## src/rtl/fp_alu_seq_ctrl_pkg.sv

```systemverilog
// Shared types and constants for the byte-serial FP ALU sequencer.
//   state_e : 4-bit state codes exported on the status pins
//   OP_*    : opcode encodings forwarded unmodified to the core
//   QNAN    : canonical quiet NaN used as the timeout result
package fp_alu_pkg;

    localparam int unsigned DATA_W  = 32;
    localparam int unsigned BYTE_W  = 8;
    localparam int unsigned OP_W    = 2;
    localparam int unsigned STATE_W = 4;
    localparam int unsigned TCNT_W  = 8;

    typedef enum logic [STATE_W-1:0] {
        S_IDLE   = 4'd0,
        S_LOAD_A = 4'd1,
        S_LOAD_B = 4'd2,
        S_ISSUE  = 4'd3,
        S_WAIT   = 4'd4,
        S_OUT    = 4'd5
    } state_e;

    localparam logic [OP_W-1:0] OP_ADD = 2'b00;
    localparam logic [OP_W-1:0] OP_SUB = 2'b01;
    localparam logic [OP_W-1:0] OP_MUL = 2'b10;
    localparam logic [OP_W-1:0] OP_DIV = 2'b11;

    localparam logic [DATA_W-1:0] QNAN = 32'h7FC0_0000;

endpackage

```

## src/rtl/fp_alu_seq_ctrl_if.sv

```systemverilog
// Parallel bus between the sequencer and the FP ALU core.
//   master : sequencer side (drives operands, opcode, start; receives result)
//   slave  : core side
interface fp_alu_seq_ctrl_if;
    import fp_alu_pkg::*;

    logic [DATA_W-1:0] core_a;
    logic [DATA_W-1:0] core_b;
    logic [OP_W-1:0]   core_op;
    logic              core_start;
    logic [DATA_W-1:0] core_result;
    logic              core_valid;

    modport master (
        output core_a, core_b, core_op, core_start,
        input  core_result, core_valid
    );

    modport slave (
        input  core_a, core_b, core_op, core_start,
        output core_result, core_valid
    );
endinterface

```

## src/rtl/fp_alu_seq_ctrl_byte_shift_reg32.sv

```systemverilog
// 32-bit MSB-first byte shift register with parallel load.
//   clk, rst_n : clock, async active-low reset (clears q)
//   load       : parallel load of load_val (wins over shift)
//   load_val   : parallel load data
//   shift      : shift q left by one byte, sin enters at the LSB byte
//   sin        : serial input byte
//   q          : register contents
module byte_shift_reg32
    import fp_alu_pkg::*;
(
    input  logic              clk,
    input  logic              rst_n,
    input  logic              load,
    input  logic [DATA_W-1:0] load_val,
    input  logic              shift,
    input  logic [BYTE_W-1:0] sin,
    output logic [DATA_W-1:0] q
);

    always_ff @(posedge clk or negedge rst_n) begin
        if (!rst_n) begin
            q <= '0;
        end else if (load) begin
            q <= load_val;
        end else if (shift) begin
            q <= {q[DATA_W-BYTE_W-1:0], sin};
        end
    end

endmodule

```

## src/rtl/fp_alu_seq_ctrl.sv

```systemverilog
// Byte-serial sequencer in front of the 32-bit FP ALU core.
//   clk, rst_n : clock, async active-low reset
//   in         : operand byte, MSB first, A then B
//   opcode     : operation select, latched when a transaction starts
//   start      : level request, sampled only in IDLE
//   out, done  : result byte stream, done high for the 4 result bytes
//   state      : current state code
//   core       : parallel bus to the FP ALU core
module fp_alu_seq_ctrl
    import fp_alu_pkg::*;
#(
    parameter int unsigned       TIMEOUT    = 64,
    parameter logic [DATA_W-1:0] ERR_RESULT = QNAN
) (
    input  logic                clk,
    input  logic                rst_n,
    input  logic [BYTE_W-1:0]   in,
    input  logic [OP_W-1:0]     opcode,
    input  logic                start,
    output logic [BYTE_W-1:0]   out,
    output logic                done,
    output logic [STATE_W-1:0]  state,
    fp_alu_seq_ctrl_if.master   core
);

    localparam logic [TCNT_W-1:0] TCNT_LAST = TCNT_W'(TIMEOUT - 1);

    state_e            state_q, state_d;
    logic [1:0]        bcnt_q, bcnt_d;
    logic [TCNT_W-1:0] tcnt_q, tcnt_d;
    logic [OP_W-1:0]   op_q, op_d;
    logic              cstart_q, cstart_d;
    logic              done_q, done_d;

    logic              shift_a, shift_b;
    logic              res_load, res_shift;
    logic [DATA_W-1:0] res_val;
    logic [DATA_W-1:0] a_q, b_q, res_q;
    logic              unused_res;

    // Operand assembly and result serialisation
    byte_shift_reg32 u_a (
        .clk(clk), .rst_n(rst_n), .load(1'b0), .load_val('0),
        .shift(shift_a), .sin(in), .q(a_q)
    );

    byte_shift_reg32 u_b (
        .clk(clk), .rst_n(rst_n), .load(1'b0), .load_val('0),
        .shift(shift_b), .sin(in), .q(b_q)
    );

    // Zeros shift in behind the result, so out returns to 0 after the 4th byte
    byte_shift_reg32 u_res (
        .clk(clk), .rst_n(rst_n), .load(res_load), .load_val(res_val),
        .shift(res_shift), .sin('0), .q(res_q)
    );

    // State and control registers
    always_ff @(posedge clk or negedge rst_n) begin
        if (!rst_n) begin
            state_q  <= S_IDLE;
            bcnt_q   <= '0;
            tcnt_q   <= '0;
            op_q     <= '0;
            cstart_q <= 1'b0;
            done_q   <= 1'b0;
        end else begin
            state_q  <= state_d;
            bcnt_q   <= bcnt_d;
            tcnt_q   <= tcnt_d;
            op_q     <= op_d;
            cstart_q <= cstart_d;
            done_q   <= done_d;
        end
    end

    // Next-state and control decode
    always_comb begin
        state_d   = state_q;
        bcnt_d    = bcnt_q;
        tcnt_d    = tcnt_q;
        op_d      = op_q;
        cstart_d  = 1'b0;
        done_d    = 1'b0;
        shift_a   = 1'b0;
        shift_b   = 1'b0;
        res_load  = 1'b0;
        res_shift = 1'b0;
        // A valid on the timeout edge takes priority over the error value
        res_val   = core.core_valid ? core.core_result : ERR_RESULT;

        case (state_q)
            S_IDLE: begin
                if (start) begin
                    op_d    = opcode;
                    bcnt_d  = '0;
                    state_d = S_LOAD_A;
                end
            end
            S_LOAD_A: begin
                shift_a = 1'b1;
                bcnt_d  = bcnt_q + 2'd1;
                if (bcnt_q == 2'd3) begin
                    state_d = S_LOAD_B;
                end
            end
            S_LOAD_B: begin
                shift_b = 1'b1;
                bcnt_d  = bcnt_q + 2'd1;
                if (bcnt_q == 2'd3) begin
                    cstart_d = 1'b1;
                    state_d  = S_ISSUE;
                end
            end
            S_ISSUE: begin
                tcnt_d  = '0;
                state_d = S_WAIT;
            end
            S_WAIT: begin
                if (core.core_valid || (tcnt_q == TCNT_LAST)) begin
                    res_load = 1'b1;
                    done_d   = 1'b1;
                    bcnt_d   = '0;
                    state_d  = S_OUT;
                end else begin
                    tcnt_d = tcnt_q + TCNT_W'(1);
                end
            end
            S_OUT: begin
                res_shift = 1'b1;
                bcnt_d    = bcnt_q + 2'd1;
                if (bcnt_q == 2'd3) begin
                    state_d = S_IDLE;
                end else begin
                    done_d = 1'b1;
                end
            end
            default: begin
                state_d = S_IDLE;
            end
        endcase
    end

    assign out             = res_q[DATA_W-1 -: BYTE_W];
    assign done            = done_q;
    assign state           = state_q;
    assign core.core_a     = a_q;
    assign core.core_b     = b_q;
    assign core.core_op    = op_q;
    assign core.core_start = cstart_q;

    // Lower result bytes are only consumed through the shift path
    assign unused_res = ^res_q[DATA_W-BYTE_W-1:0];

endmodule
```

## src/flat_wrapper.sv

```systemverilog
// flat-port wrapper written by rule: the top's interface ports become plain ports
module fp_alu_seq_ctrl_flat import fp_alu_pkg::*;
#(
    parameter int unsigned       TIMEOUT    = 64,
    parameter logic [DATA_W-1:0] ERR_RESULT = QNAN
)
  (clk, rst_n, in, opcode, start, out, done, state, core_core_a, core_core_b, core_core_op, core_core_start, core_core_result, core_core_valid);
  fp_alu_seq_ctrl_if core_i ();
  input  logic clk;
  input  logic rst_n;
  input  logic [BYTE_W-1:0] in;
  input  logic [OP_W-1:0] opcode;
  input  logic start;
  output logic [BYTE_W-1:0] out;
  output logic done;
  output logic [STATE_W-1:0] state;
  output wire logic [$bits(core_i.core_a)-1:0] core_core_a;
  output wire logic [$bits(core_i.core_b)-1:0] core_core_b;
  output wire logic [$bits(core_i.core_op)-1:0] core_core_op;
  output wire logic [$bits(core_i.core_start)-1:0] core_core_start;
  input wire logic [$bits(core_i.core_result)-1:0] core_core_result;
  input wire logic [$bits(core_i.core_valid)-1:0] core_core_valid;
  assign core_core_a = core_i.core_a;
  assign core_core_b = core_i.core_b;
  assign core_core_op = core_i.core_op;
  assign core_core_start = core_i.core_start;
  assign core_i.core_result = core_core_result;
  assign core_i.core_valid = core_core_valid;
  fp_alu_seq_ctrl #(.TIMEOUT(TIMEOUT), .ERR_RESULT(ERR_RESULT)) u_core (.clk(clk), .rst_n(rst_n), .in(in), .opcode(opcode), .start(start), .out(out), .done(done), .state(state), .core(core_i));
endmodule
```

## config.mk

```make
export PLATFORM = sky130hd
export DESIGN_NAME = fp_alu_seq_ctrl_flat
export DESIGN_NICKNAME = d
export VERILOG_FILES = /design/src/rtl/fp_alu_seq_ctrl_pkg.sv /design/src/rtl/fp_alu_seq_ctrl_if.sv /design/src/rtl/fp_alu_seq_ctrl_byte_shift_reg32.sv /design/src/rtl/fp_alu_seq_ctrl.sv /design/src/flat_wrapper.sv
export SDC_FILE = /design/constraint.sdc
export NUM_CORES = 1
export LEC_CHECK = 0
export ABC_AREA = 1
export CAP_MARGIN = 20
export CORE_ASPECT_RATIO = 0.5
export CORE_MARGIN = 3
export CORE_UTILIZATION = 40
export CTS_BUF_LIST = sky130_fd_sc_hd__clkbuf_8
export DETAILED_ROUTE_END_ITERATION = 10
export GPL_ROUTABILITY_DRIVEN = 1
export PLACE_DENSITY = 0.67
export SYNTH_ARGS = -nofsm -noshare
export SYNTH_HDL_FRONTEND = slang
export SYNTH_SLANG_ARGS = --single-unit
```

## constraint.sdc

```tcl
create_clock -name clk -period 3.25 [get_ports clk]
set_input_delay 0.325 -clock clk [delete_from_list [all_inputs] [get_ports clk]]
set_output_delay 0.325 -clock clk [all_outputs]
set_load 0.1 [all_outputs]
```

==> key figures, run 1 <==
Drt
  – Wirelength, routed: 11,200 um
  – Iteration-0 DRC Markers: 215
  – Average via count per standard cell: between 4 and 5
  – Drt wl/cell: 13.5 um
  – Detail Route Antenna Nets: 0
  – Drt drc: 0
  – Routed via count: 3,929
  – Drt pass-1 iters: 4

Logic synthesis
  – Simple-gate share of the synthesized area: 0.247
  – Most area-hungry cell type in the Yosys netlist: dfrtp_1
  – Synth Area in XOR/XNOR: 0.00534
  – Synthesized area: 4920 um2
  – Cells after Synth: 539
  – Avg Cell Area, Syn: between 9 and 10 um2
  – Synth unique cells: 30
  – Compound-Gate Fraction of Synth Area: 0.0564
  – Top post-synthesis cells by area: dfrtp_1 57%, nand2_1 16%, mux2_2 5.0%
  – Number of synthesized register bits: 113
  – Sequential share of the synthesized area: 0.574
  – Largest family of logic cells by synthesized area: simple AND/OR/NAND/NOR gates
  – Share of the synthesized area in the top cell type: 0.574
  – Post-Synth Adder-Cell Area: 0.00508
  – Warnings, synthesis: 0
  – Mux cell area share after synthesis: 0.0503
  – Syn nets: 587

Clock tree
  – CTS Hold Bufs: 0
  – Worst-Skew Late Latency: ~0.43 ns
  – # H-tree levels: 4
  – Root Driver: clkbuf_8
  – Clock transition at path regs: 0.07 ns
  – CTS Sinks: ~110
  – Number of buffers created by CTS: 17
  – CTS tree: yes
  – Resized Gates After CTS: 0
  – Post-CTS setup buffer count: 0
  – Clock Tree Buf Depth: 2

Die
  – Die W: 163 um
  – Total die area: 13,800 um2
  – Die Y: 84.4 um
  – Core area: approximately 11,000 um2
  – Initial Util: 0.429
  – Io pins: 126
  – # rows: 27

Timing
  – Slew margin rel.: 0.328
  – Slew Viols, Final: 0
  – Max Clk Rate: around 420 MHz
  – Tmin final: between 2 and 2.5 ns
  – Clock skew: 0.0157 ns
  – Final setup viols: 0
  – RSZ-0062 raised after global routing: false
  – Period utilization: 0.737
  – Setup TNS: 0 ns
  – Worst Max-Slew Pin Slew: roughly 1.0 ns
  – Final hold violation count: 0

Place
  – Placement-stage cell area: slightly above 6000 um2
  – I/O Buffers: 124
  – DP HPWL: 7570 um
  – RD Place Congestion: 0.838

Setup path
  – Critical Path RT: just under 3 ns
  – Crit-path cells: clkdlybuf4s50_1
  – Crit. End Element: output port
  – Crit Path Class: reg -> out
  – CP peak stage delay: 1.20 ns
  – WP buf/inv: 1
  – Crit Path Max Fanout: 7
  – CP Launch Type: flop
  – Setup slack, reg-to-reg: 0.97 ns
  – CP delay by family, top: buffers and inverters
  – CP Data Arrival Time: 2.07 ns
  – Worst r2r src: u_core.state[0]
  – Slowest CP cell: clkdlybuf4s50_1
  – Reg2reg path depth: 6
  – Reg-to-reg endpoint: u_core.bcnt_q[1]

Global routing
  – GRT Residual Overflow: 0
  – First-pass GRT wire length: 19,000 um
  – Number of global-route vias before repair: about 4k
  – Largest net degree at the start of global routing: 71
  – Initial antenna violation count: 0
  – All-Layer GR Usage: 0.172

Status
  – Outcome: complete, no violations

Final layout
  – Design area: 6640 um2
  – Fraction of layout cells with a size suffix above 1: 0.118
  – ANT cells: 0
  – NumNets Final: 703
  – Fill count: 1,061
  – Area grow syn2layout: 34.9%

Worst hold path
  – Min-delay worst type: in -> async

Job
  – Max-cap viol count: 0
-- metrics by stage --
step | worst slack, ns | hold slack, ns | utilization | cells
floorplan | 1.11 | 0.0294 | - | 539
global placement | 1.01 | 0.464 | 0.542 | 795
detailed placement | 0.969 | 0.466 | 0.542 | 795
CTS | 0.822 | 0.0619 | 0.578 | 827
global route | 0.700 | 0.0810 | 0.578 | 827
finish | 0.856 | 0.0197 | 0.578 | 827
-- registers in the layout, indices dropped and copies added, names as in the netlist --
signal                  flops
u_core.core.core_op         2
u_core.u_res.q             32
u_core.done                 1
u_core.core.core_start      1
u_core.state                3
u_core.u_b.q               32
u_core.bcnt_q               2
u_core.tcnt_q               8
u_core.u_a.q               32
-- how the worst max path moves through the flow --
| stage | depth (start not counted) | from | end |
|---|---|---|---|
| final | 1 | u_core.state[2] | state[2] |
| after global routing | 6 | u_core.state[0] | u_core.bcnt_q[1] |
| after global placement | 6 | u_core.state[0] | u_core.bcnt_q[1] |
| after floorplan | 10 | u_core.state[0] | u_core.u_res.q[20] |
| after detailed placement | 6 | u_core.state[0] | u_core.bcnt_q[1] |
| after CTS | 1 | u_core.state[2] | state[2] |
-- cell type report --
cell class	count	area [um2]	area share
Clock buffer	17	234	0.0352
Clock inverter	15	186	0.0281
Inverter	33	124	0.0187
Multi-Input combinational cell	362	1790	0.270
Sequential cell	113	2830	0.426
Tap cell	159	199	0.0300
Timing Repair Buffer	128	1280	0.192
-- per-layer routing --
metal	up-vias	global-route usage	share of wire
met1	1866	0.223	0.46
li1	1951	-	-
met4	0	0.0775	0.023
met5	-	0	0
met3	22	0.0429	0.036
met2	90	0.273	0.48
-- worst reg2reg max path: stages, from the launching register on --
cell and delay (ns):
dfrtp_1 0.50, nor2_1 0.09, nand2_1 0.06, buf_4 0.35, clkinv_1 0.70, o21ai_0 0.37, nand2_1 0.09
-- synth_stat cells --
master	count
ha_1	2
or2_2	5
clkbuf_1	7
nand2_1	208
xnor2_1	1
nand3b_1	7
or2_0	2
mux2_2	22
nand3_4	1
clkinv_1	2
xor2_1	2
nand3_1	36
conb_1	1
buf_2	12
o21ai_1	2
nand4_1	4
nand3_2	2
a21oi_1	3
nand2_4	2
nor2_4	1
o211ai_1	6
buf_4	12
inv_2	5
o21bai_1	1
nor2_2	2
o21ai_0	40
nand2_2	1
dfrtp_1	113
nor2_1	11
inv_1	26
-- cells in the final DEF (no fill, tap or decap), drive strengths merged --
| master | n |
|---|---|
| mux2 | 22 |
| clkbuf | 17 |
| clkinv | 9 |
| nand3 | 39 |
| o21bai | 1 |
| ha | 2 |
| bufinv | 3 |
| xor2 | 2 |
| or2 | 7 |
| xnor2 | 1 |
| o21ai | 42 |
| clkinvlp | 2 |
| dfrtp | 113 |
| clkdlybuf4s50 | 121 |
| conb | 1 |
| nand2 | 211 |
| nor2 | 14 |
| nand3b | 7 |
| nand4 | 4 |
| buf | 7 |
| inv | 34 |
| o211ai | 6 |
| a21oi | 3 |
-- cells by family after synthesis --
| family | after synthesis |
|---|---|
| compound gates | 52 |
| xor+xnor | 3 |
| fa+ha+maj | 2 |
| buf+inv | 64 |
| flops | 113 |
| mux | 22 |
| other cells | 1 |
| simple gates | 282 |
Power of run 1 is not shown: default switching activity piles up to over one toggle a cycle in this logic, so the estimate is an artifact.
==> run 2: changes to the inputs <==
--- a/config.mk
+++ b/config.mk
@@ -13,7 +13,7 @@
 export CTS_BUF_LIST = sky130_fd_sc_hd__clkbuf_8
 export DETAILED_ROUTE_END_ITERATION = 10
 export GPL_ROUTABILITY_DRIVEN = 1
-export PLACE_DENSITY = 0.67
+export PLACE_DENSITY = 0.7
 export SYNTH_ARGS = -nofsm -noshare
 export SYNTH_HDL_FRONTEND = slang
 export SYNTH_SLANG_ARGS = --single-unit
==> constraint.sdc (replaced) <==
create_clock -name clk -period 2.2 [get_ports clk]
set_input_delay 0.22 -clock clk [delete_from_list [all_inputs] [get_ports clk]]
set_output_delay 0.22 -clock clk [all_outputs]
set_load 0.1 [all_outputs]
==> key figures, run 2 (synthesized netlist as in run 1, its figures left out) <==
Setup path
  – Critical Path RT: 2.56 ns (-0.36 ns)
  – Crit. End Element: flop
  – Crit Path Max Fanout: 23 (+16)
  – CP Launch Type: flop
  – Crit Path Class: reg -> reg
  – Reg2reg path depth: 11 (+5)
  – CP Data Arrival Time: 2.23 ns (+0.16 ns)

Timing
  – Worst Max-Slew Pin Slew: 0.582 ns (-0.423 ns)
  – Setup TNS: 0 ns (unchanged)
  – RSZ-0062 raised after global routing: false
  – Final setup viols: 0 (unchanged)
  – Slew margin rel.: 0.612 (+0.284)
  – Slew Viols, Final: 0 (unchanged)
  – Clock skew: 0.0121 ns (-0.00356 ns)
  – Max Clk Rate: approximately 530 MHz
  – Final hold violation count: 0 (unchanged)
  – Period utilization: 0.851
  – Tmin final: 1.87 ns

Final layout
  – Commonest non-fill, non-tap cell in the layout: nand2_1
  – Commonest non-fill, non-tap cells in the layout: 208 x nand2_1, 113 x dfrtp_1, 92 x buf_4, 44 x clkdlybuf4s50_1, 40 x o21ai_0
  – Fraction of layout cells with a size suffix above 1: 0.242 (+0.124)
  – Top flop regs: u_core.u_a.q (32), u_core.u_b.q (32), u_core.u_res.q (32)
  – Area grow syn2layout: 31.7%
  – ANT cells: 0 (unchanged)
  – NumNets Final: 713 (+1.4%)

Die
  – Io pins: 126 (unchanged)
  – Initial Util: 0.429 (unchanged)
  – Die W: 163 um (unchanged)
  – Total die area: 13,800 um2 (unchanged)
  – Die Y: 84.4 um (unchanged)
  – # rows: 27 (unchanged)
  – Core area: 11,500 um2 (unchanged)

Global routing
  – First-pass GRT wire length: 19,200 um (+0.65%)
  – GRT Residual Overflow: 0 (unchanged)
  – All-Layer GR Usage: 0.173 (+0.00194)
  – Initial antenna violation count: 0 (unchanged)
  – Largest net degree at the start of global routing: 44 (-38%)
  – Number of global-route vias before repair: 3,898 (-0.026%)

Worst hold path
  – Min-delay worst type: in -> async

Clock tree
  – Resized Gates After CTS: 0 (unchanged)
  – Number of buffers created by CTS: 17 (unchanged)
  – Worst-Skew Late Latency: 0.42 ns (about the same)
  – CTS Sinks: 113 (unchanged)
  – Root Driver: clkbuf_8
  – Clock Tree Buf Depth: 2 (unchanged)
  – # H-tree levels: 4 (unchanged)
  – CTS tree: yes
  – Clock transition at path regs: 0.08 ns (about the same)

Drt
  – Drt pass-1 iters: 4 (unchanged)
  – Wirelength, routed: 11,200 um (+0.27%)
  – Drt wl/cell: 13.4 um (-0.93%)
  – Routed via count: 3,903 (-0.66%)
  – Drt drc: 0 (unchanged)
  – Average via count per standard cell: 4.66 (-1.8%)
  – Detail Route Antenna Nets: 0 (unchanged)
  – Iteration-0 DRC Markers: 222 (+3.3%)

Place
  – I/O Buffers: 124 (unchanged)
  – DP HPWL: 8000 um (+5.7%)
  – RD Place Congestion: 0.804 (-4.0%)

Job
  – Max-cap viol count: 0 (unchanged)

Status
  – Outcome: complete, no violations
run 2: cell types whose count changed in the layout (fill, tap and decap cells not counted), sizes merged:
cell / delta
dlygate4sd3: +1
buf: +86
clkinvlp: +4
clkinv: -5
bufinv: -2
inv: +1
clkbuf: +2
clkdlybuf4s50: -77
run 2: critical path, stage by stage, from the launching register on:
cell,delay [ns]
dfrtp_1,0.42
ha_1,0.25
nand3_2,0.11
inv_1,0.04
nand2_1,0.13
nand2_2,0.15
nand2_4,0.15
buf_4,0.26
nand2_1,0.11
nand2_1,0.07
nand2_1,0.05
nand2_1,0.07
run 2: routing by layer:
| metal | track usage | routed length [um] |
|---|---|---|
| met5 | 0 | 0 |
| met4 | 0.0637 | 102 |
| met3 | 0.0434 | 456 |
| met2 | 0.286 | 5560 |
| met1 | 0.223 | 5110 |
run 2: worst paths after layout:
path	slack [ns]	endpoint	startpoint
max in group asynchronous	1.17	u_core.u_b.q[25]	rst_n
worst min register to register	0.49	u_core.u_b.q[25]	u_core.u_b.q[25]
worst max-delay path	0.33	u_core.u_res.q[13]	u_core.tcnt_q[0]
worst min-delay path	0.34	u_core.u_a.q[27]	rst_n
worst max register to register	0.33	u_core.u_res.q[13]	u_core.tcnt_q[0]
min in group clk	0.36	u_core.u_res.q[0]	core_core_result[0]
run 2: layout make-up:
type / count / area, um2
multi-input cells: 362 / 1790
flip-flops and latches: 113 / 2830
fillers: 1049 / 5000
repair buffers: 138 / 1160
clock buffers: 19 / 262
inverters: 33 / 124
well taps: 159 / 199
clock inverters: 13 / 114
run 2: repair_timing:
item | 4_1_cts | 5_1_grt
hold buffers | 1 | 0
buffers inserted | 0 | 0
endpoints found under the hold margin | 40 | 0
run 2: per-stage QoR:
stage	hold slack (ns)	cells	worst slack (ns)	cell area, um2	util
2_1_floorplan	-0.0756	539	0.0623	4920	-
3_3_place_gp	0.264	804	0.459	6100	0.531
3_5_place_dp	0.266	804	0.333	6100	0.531
4_1_cts	0.336	837	0.348	6480	0.564
5_1_grt	0.348	837	0.157	6480	0.564
6_report	0.343	837	0.327	6480	0.564
Power of run 2 is left out for the same reason.
==> run 3: changes to the inputs <==
--- a/config.mk
+++ b/config.mk
@@ -14,6 +14,7 @@
 export DETAILED_ROUTE_END_ITERATION = 10
 export GPL_ROUTABILITY_DRIVEN = 1
 export PLACE_DENSITY = 0.7
+export SLEW_MARGIN = 15
 export SYNTH_ARGS = -nofsm -noshare
 export SYNTH_HDL_FRONTEND = slang
 export SYNTH_SLANG_ARGS = --single-unit
==> results of run 3 <==
The final DEF is identical to that of run 2; final timing and power are the same.
Power of run 3 is left out for the same reason.
